===== src/rtl/mem_bus_pkg.sv =====
// Shared types for the memory bus arbiter: FSM states, owner encoding and the
// default anti-starvation limit.
package mem_bus_pkg;

  typedef enum logic [1:0] {
    IDLE = 2'd0,
    REQ  = 2'd1,
    WAIT = 2'd2
  } state_t;

  typedef enum logic {
    OWN_INST = 1'b0,
    OWN_DATA = 1'b1
  } owner_t;

  localparam int STARVE_LIMIT_DEFAULT = 2;

endpackage


===== src/rtl/mem_bus_grant.sv =====
// Priority decision between fetch and data requests: data wins, except that
// fetch wins once it has been passed over STARVE_LIMIT times in a row.
module mem_bus_grant
  import mem_bus_pkg::*;
#(
  parameter int STARVE_LIMIT = STARVE_LIMIT_DEFAULT
) (
  input  logic clk,
  input  logic rst,
  input  logic en,
  input  logic inst_req,
  input  logic data_req,
  output logic grant_inst,
  output logic grant_data
);

  localparam int CNT_W = (STARVE_LIMIT < 1) ? 1 : $clog2(STARVE_LIMIT + 1);
  localparam logic [CNT_W-1:0] CNT_MAX = CNT_W'(STARVE_LIMIT);

  logic [CNT_W-1:0] starve_cnt;
  logic             inst_wins;

  function automatic logic [CNT_W-1:0] sat_inc(input logic [CNT_W-1:0] v);
    return (v == CNT_MAX) ? v : v + CNT_W'(1);
  endfunction

  always_comb begin
    inst_wins  = inst_req && (!data_req || (starve_cnt == CNT_MAX));
    grant_inst = en && inst_wins;
    grant_data = en && data_req && !inst_wins;
  end

  // Counts consecutive data grants taken while a fetch was waiting.
  always_ff @(posedge clk or posedge rst) begin
    if (rst) begin
      starve_cnt <= '0;
    end else if (grant_inst) begin
      starve_cnt <= '0;
    end else if (grant_data) begin
      starve_cnt <= inst_req ? sat_inc(starve_cnt) : '0;
    end
  end

endmodule


===== src/rtl/mem_bus_arbiter.sv =====
// Shares one SRAM-like memory port between instruction fetch and the data
// path, one outstanding transaction at a time, routing responses to the owner.
module mem_bus_arbiter
  import mem_bus_pkg::*;
#(
  parameter int ADDR_W       = 32,
  parameter int DATA_W       = 32,
  parameter int STARVE_LIMIT = STARVE_LIMIT_DEFAULT
) (
  input  logic                clk,
  input  logic                rst,
  input  logic                inst_req,
  input  logic [ADDR_W-1:0]   inst_addr,
  output logic                inst_addr_ok,
  output logic                inst_data_ok,
  output logic [DATA_W-1:0]   inst_rdata,
  input  logic                data_req,
  input  logic                data_wr,
  input  logic [DATA_W/8-1:0] data_wstrb,
  input  logic [ADDR_W-1:0]   data_addr,
  input  logic [DATA_W-1:0]   data_wdata,
  output logic                data_addr_ok,
  output logic                data_data_ok,
  output logic [DATA_W-1:0]   data_rdata,
  output logic                bus_req,
  output logic                bus_wr,
  output logic [DATA_W/8-1:0] bus_wstrb,
  output logic [ADDR_W-1:0]   bus_addr,
  output logic [DATA_W-1:0]   bus_wdata,
  input  logic                bus_addr_ok,
  input  logic                bus_data_ok,
  input  logic [DATA_W-1:0]   bus_rdata
);

  state_t state;
  state_t state_nxt;
  owner_t owner;
  logic   grant_en;
  logic   grant_inst;
  logic   grant_data;
  logic   done;

  // Grants only in IDLE; holding off during reset keeps every addr_ok low.
  assign grant_en = (state == IDLE) && !rst;

  mem_bus_grant #(
    .STARVE_LIMIT (STARVE_LIMIT)
  ) u_grant (
    .clk        (clk),
    .rst        (rst),
    .en         (grant_en),
    .inst_req   (inst_req),
    .data_req   (data_req),
    .grant_inst (grant_inst),
    .grant_data (grant_data)
  );

  always_comb begin
    state_nxt    = state;
    done         = 1'b0;
    inst_addr_ok = grant_inst;
    data_addr_ok = grant_data;
    bus_req      = (state == REQ);
    case (state)
      IDLE: begin
        if (grant_inst || grant_data) state_nxt = REQ;
      end
      REQ: begin
        if (bus_addr_ok) begin
          if (bus_data_ok) begin
            done      = 1'b1;
            state_nxt = IDLE;
          end else begin
            state_nxt = WAIT;
          end
        end
      end
      WAIT: begin
        if (bus_data_ok) begin
          done      = 1'b1;
          state_nxt = IDLE;
        end
      end
      default: state_nxt = IDLE;
    endcase
    inst_data_ok = done && (owner == OWN_INST);
    data_data_ok = done && (owner == OWN_DATA);
    inst_rdata   = inst_data_ok ? bus_rdata : '0;
    data_rdata   = data_data_ok ? bus_rdata : '0;
  end

  always_ff @(posedge clk or posedge rst) begin
    if (rst) begin
      state <= IDLE;
    end else begin
      state <= state_nxt;
    end
  end

  // Request fields are captured at grant so requesters may move on after addr_ok.
  always_ff @(posedge clk or posedge rst) begin
    if (rst) begin
      owner     <= OWN_INST;
      bus_wr    <= 1'b0;
      bus_wstrb <= '0;
      bus_addr  <= '0;
      bus_wdata <= '0;
    end else if (grant_data) begin
      owner     <= OWN_DATA;
      bus_wr    <= data_wr;
      bus_wstrb <= data_wstrb;
      bus_addr  <= data_addr;
      bus_wdata <= data_wdata;
    end else if (grant_inst) begin
      owner     <= OWN_INST;
      bus_wr    <= 1'b0;
      bus_wstrb <= '0;
      bus_addr  <= inst_addr;
      bus_wdata <= '0;
    end
  end

endmodule

===== config.mk =====
export PLATFORM = sky130hd
export DESIGN_NAME = mem_bus_arbiter
export DESIGN_NICKNAME = d
export VERILOG_FILES = /design/src/rtl/mem_bus_pkg.sv /design/src/rtl/mem_bus_grant.sv /design/src/rtl/mem_bus_arbiter.sv
export SDC_FILE = /design/constraint.sdc
export NUM_CORES = 1
export LEC_CHECK = 0
export BUFFER_PORTS_ARGS = -buffer_cell sky130_fd_sc_hd__buf_2
export CORE_ASPECT_RATIO = 0.5
export CORE_UTILIZATION = 40
export DETAILED_ROUTE_END_ITERATION = 6
export PLACE_DENSITY = 0.81
export SYNTH_ARGS = -nofsm -noshare
export SYNTH_HDL_FRONTEND = slang
export SYNTH_SLANG_ARGS = --single-unit
export TNS_END_PERCENT = 10

===== constraint.sdc =====
create_clock -name clk -period 2.6 [get_ports clk]
set_clock_uncertainty 0.05 [all_clocks]
set_input_delay 0.39 -clock clk [delete_from_list [all_inputs] [get_ports clk]]
set_output_delay 0.39 -clock clk [all_outputs]
set_load 0.03 [all_outputs]

# Word level (Yosys, flattened, before mapping)
# Index checks and enable logic that the tools add are counted.
# word_totals
register_bits	74
word_cells	55
# op_classes
addsub	1
eq_ne	7
muxes	23
bitwise	1
n_reduce_logical	16
# op_table
cell	n
two-way mux 32 bit	6
two-way mux 2 bit	8
two-way mux 4 bit	2
logical AND 1 bit	7
case mux 2 bit (3 select lines)	1
two-way mux 1 bit	5
equality test 2 bit (second input constant)	2
!= test 2 x 1 -> 1 bit (second input constant)	2
logical NOT 1 bit	3
!= test 3 bit (second input constant)	1
AND reduction 3 bit	1
adder 2 x 1 -> 2 bit (second input constant)	1
equality test 2 x 1 -> 1 bit (second input constant)	1
logical NOT 2 bit	1
logical OR 1 bit	2
!= test 2 bit (second input constant)	1
case mux 1 bit (2 select lines)	1
AND reduction 2 bit	1
nonzero test 2 bit	1
NOT 1 bit	1

# Logic depth before layout (Yosys ltp)
# logic_depth
word_depth	8
depth_mapped	10

# Modules after synthesis
# Synthesis repeated with hierarchy kept, for this count alone.
# unflattened
cells_unflattened	386
hier_area_um2	3767.4
# modules_own_cells
module	n_inst	cells_per_inst	area_per_inst_um2	seq_area_each_um2
mem_bus_arbiter	1	371	3639.7	1801.7
mem_bus_grant	1	15	127.6	50.0

# Worst setup path after synthesis
# No wires, ideal clock.
# synth_path
path_kind	register to output
from	reg state[1]
to	out data_rdata[22]
arrival_time_ns	2.178
path_slack_ns	-0.018
stages_incl_launch_ff	7
n_path_buf	1
path_cell_list	dfrtp_1 inv_1 ha_1 a21oi_1 nor3b_1 clkbuf_1 and2_1
# synth_between
elab_chain_cells	4
word_cells_on_any_way	5
cone_classes	eq/ne (2); mux (2); reduce/logical (1)
# synth_rtl
element	line	rtl
start: declaration	mem_bus_arbiter.sv:35	state_t state;
start signal: assignment	mem_bus_arbiter.sv:96	state <= state_nxt;
equality test 2 x 1 -> 1 bit	-	
named net bus_req	mem_bus_arbiter.sv:25	output logic bus_req,
case mux 1 bit (2 select lines)	mem_bus_arbiter.sv:64	case (state)
logical AND 1 bit	mem_bus_arbiter.sv:87	data_data_ok = done && (owner == OWN_DATA);
named net data_data_ok	mem_bus_arbiter.sv:23	output logic data_data_ok,
two-way mux 32 bit	mem_bus_arbiter.sv:89	data_rdata = data_data_ok ? bus_rdata : '0;
end: declaration	mem_bus_arbiter.sv:24	output logic [DATA_W-1:0] data_rdata,
# The timed path passes the listed nets, and every way through them passes these cells.

# Worst setup path in the final report
# layout_path
from	reg state[1]
to	out data_rdata[13]
# layout_between
elab_chain_cells	4
word_cells_on_any_way	5
cone_classes	eq/ne (2); mux (2); reduce/logical (1)
# layout_rtl
element	line
equality test 2 bit / equality test 2 x 1 -> 1 bit (equally long branches)	mem_bus_arbiter.sv:64
case mux 1 bit (2 select lines) (*)	mem_bus_arbiter.sv:64
logical AND 1 bit (*)	mem_bus_arbiter.sv:87
two-way mux 32 bit (*)	mem_bus_arbiter.sv:89
# Every way passes the cells marked *; elsewhere a longest branch is shown, timed or not.

==> flow_metrics.tcl <==
set metrics [dict create \
    worst_pin_slew_ps 662 \
    wl_per_cell_um 16.3 \
    drt_iter0_drc 181 \
    setup_viol 0 \
    clockRootBuffer "clkbuf_16" \
    area_growth_pct 47.7 \
    end_kind "output pin" \
    final_hold_viol_count 0 \
    clk_pin_slew_ps 60 \
    grt_max_degree 47 \
    multi_input_area_um2 1720 \
    dr.pass1.iters 4 \
    seq_area_frac_synth_pct 49.0 \
    synth-seq-cells 74 \
    mostFrequentLayoutCells "276 x buf_2, 74 x dfrtp_1, 65 x and2_1" \
    wl_met2_mm 6.08 \
    m1WireLength_mm 5.00 \
    layout_commonest_cell "buf_2" \
    syn_inst 343 \
    dpl.hpwl_mm 8.78 \
    grt_pass1_wl_mm 19.1 \
    drc 0 \
    yosys.cell_types.count 26 \
    rsz0062_at_grt "no" \
    wl_met3_um 565 \
    max_slew_margin_pct 55.8 \
    criticalPathCategory "reg2out" \
    fill_cells 764 \
    antenna_found_initial 0 \
    crit_required_ps 2160 \
    slew_viol_final 0 \
    worst_hold_path_type "in2async" \
    yosysWarnings 0 \
    fin_crit_sh_pct 93.7 \
    ant_nets 0 \
    placementRows 24 \
    post-cts-setup-buffers 0 \
    fmax_mhz 411 \
    start_kind "register" \
    cp_max_fo 33 \
    die_y_um 70.7 \
    hold_buffers 0 \
    gp_congestion 0.755 \
    grt_pass1_vias 3777 \
    vias 3682 \
    numClockSinks 74 \
    initial_core_util_pct 42.4 \
    core_um2 8920 \
    finalNetCount 750 \
    clock_path_buffers 2 \
    post_cts_resize_count 0 \
    ioPinCount 277 \
    cts_tree "yes" \
    worstSkewPairLatency_ps 330 \
    synth.avg_cell_area_um2 11.0 \
    tns_ps 0 \
    period_needed_ps 2440 \
    final_util_pct 62.5 \
    portBuffers 276 \
    cellLeakagePower_nw 3.18 \
    arrival_ps 2000 \
    r2r_setup_slack_ps 650 \
    dieWidth_um 139 \
    cts-htree-levels 3 \
    layout-drive-gt1-share_pct 50.9 \
    max-cap-violations 0 \
    overflow 0 \
    grt_use_total_pct 24.3 \
    ir_worst_vdd_mv 0.554 \
    seq_area_um2 1850 \
    vias_per_cell 5.06 \
    routed_wl_mm 11.9 \
    numCtsBuffers 9 \
    postSynthNetCount 487 \
    status "completed" \
    topRoutingLayerUsed "met4" \
    powerDensity_nw_per_um2 1250 \
    antenna_cells 0 \
    netlist_area_um2 3780 \
    dieArea_um2 9860 \
]
## power breakdown
part	switching, mW	total (mW)	internal [mW]
clock network	0.453	1.37	0.916
logic	2.30	3.53	1.23
registers	0.319	2.06	1.74
## kinds of logic after synthesis
kind of cell,after synthesis,share of synthesized area [%]
fa+ha+maj,5,1.66
flops,74,49.0
simple gates,141,24.2
mux,1,0.298
compound gates,79,18.9
buf+inv,43,5.90
## metrics by stage
| stage | std cells | total power [mW] | worst slack [ps] | cell area, um^2 | hold WS (ps) |
|---|---|---|---|---|---|
| final | 728 | 6.96 | 164 | 5580 | 137 |
| after CTS | 728 | 7.02 | 145 | 5580 | 148 |
| after global placement | 712 | 5.54 | 579 | 5240 | 392 |
| after global routing | 728 | 7.33 | 19.0 | 5580 | 189 |
| after detailed placement | 712 | 5.62 | 503 | 5240 | 398 |
| after floorplan | 343 | 4.53 | 57.6 | 3780 | 379 |
## cells in the mapped netlist, drive strengths merged
cell type / count / area [um^2]
a2111o: 1 / 11.3
a21o: 1 / 7.51
a21oi: 3 / 15.0
a221o: 32 / 320
a221oi: 1 / 8.76
a22o: 37 / 324
and2: 65 / 407
and3: 32 / 200
buf: 14 / 114
clkbuf: 22 / 82.6
dfrtp: 74 / 1850
ha: 5 / 62.6
inv: 7 / 26.3
mux2: 1 / 11.3
nand2: 4 / 15.0
nand3b: 1 / 7.51
nand4: 1 / 6.26
nor2b: 2 / 12.5
nor3: 1 / 5.00
nor3b: 33 / 248
o21ai: 1 / 5.00
o21bai: 2 / 15.0
o2bb2ai: 1 / 8.76
or2: 2 / 12.5
## critical path, stage by stage (launching register included)
cell and delay (ps):
dfrtp_1 370, inv_1 120, ha_1 220, a21oi_1 120, nor3b_2 190, buf_4 280
and2_1 170, buf_2 190
## sequential cells by signal (all words and copies together), names as in the netlist
signal,count
bus_addr,32
bus_wdata,32
bus_wr,1
bus_wstrb,4
owner,1
state,2
u_grant.starve_cnt,2
## per-layer routing
layer  up-vias  GRT usage, %
met5         -             0
met4         0          8.52
met3        20          4.67
met2       114          42.2
met1      1768          30.7
li1       1780             -
## final timing paths
kind                                        from                     to  cells past startpoint
max reg2reg                             state[0]           bus_addr[15]                      6
min in group clk                  data_wdata[24]          bus_wdata[24]                      2
min                                          rst           bus_addr[27]                      2
min reg2reg                u_grant.starve_cnt[0]  u_grant.starve_cnt[0]                      1
max                                     state[1]         data_rdata[13]                      7
max in group asynchronous                    rst           bus_addr[11]                      3
## layout make-up
class,instances,area share (%)
repair buffers,288,26.8
clock inverters,4,1.30
multi-input cells,226,30.8
well taps,117,2.62
clock buffers,12,4.78
flip-flops and latches,74,33.2
inverters,7,0.471
(Power assumes the default switching activity.)
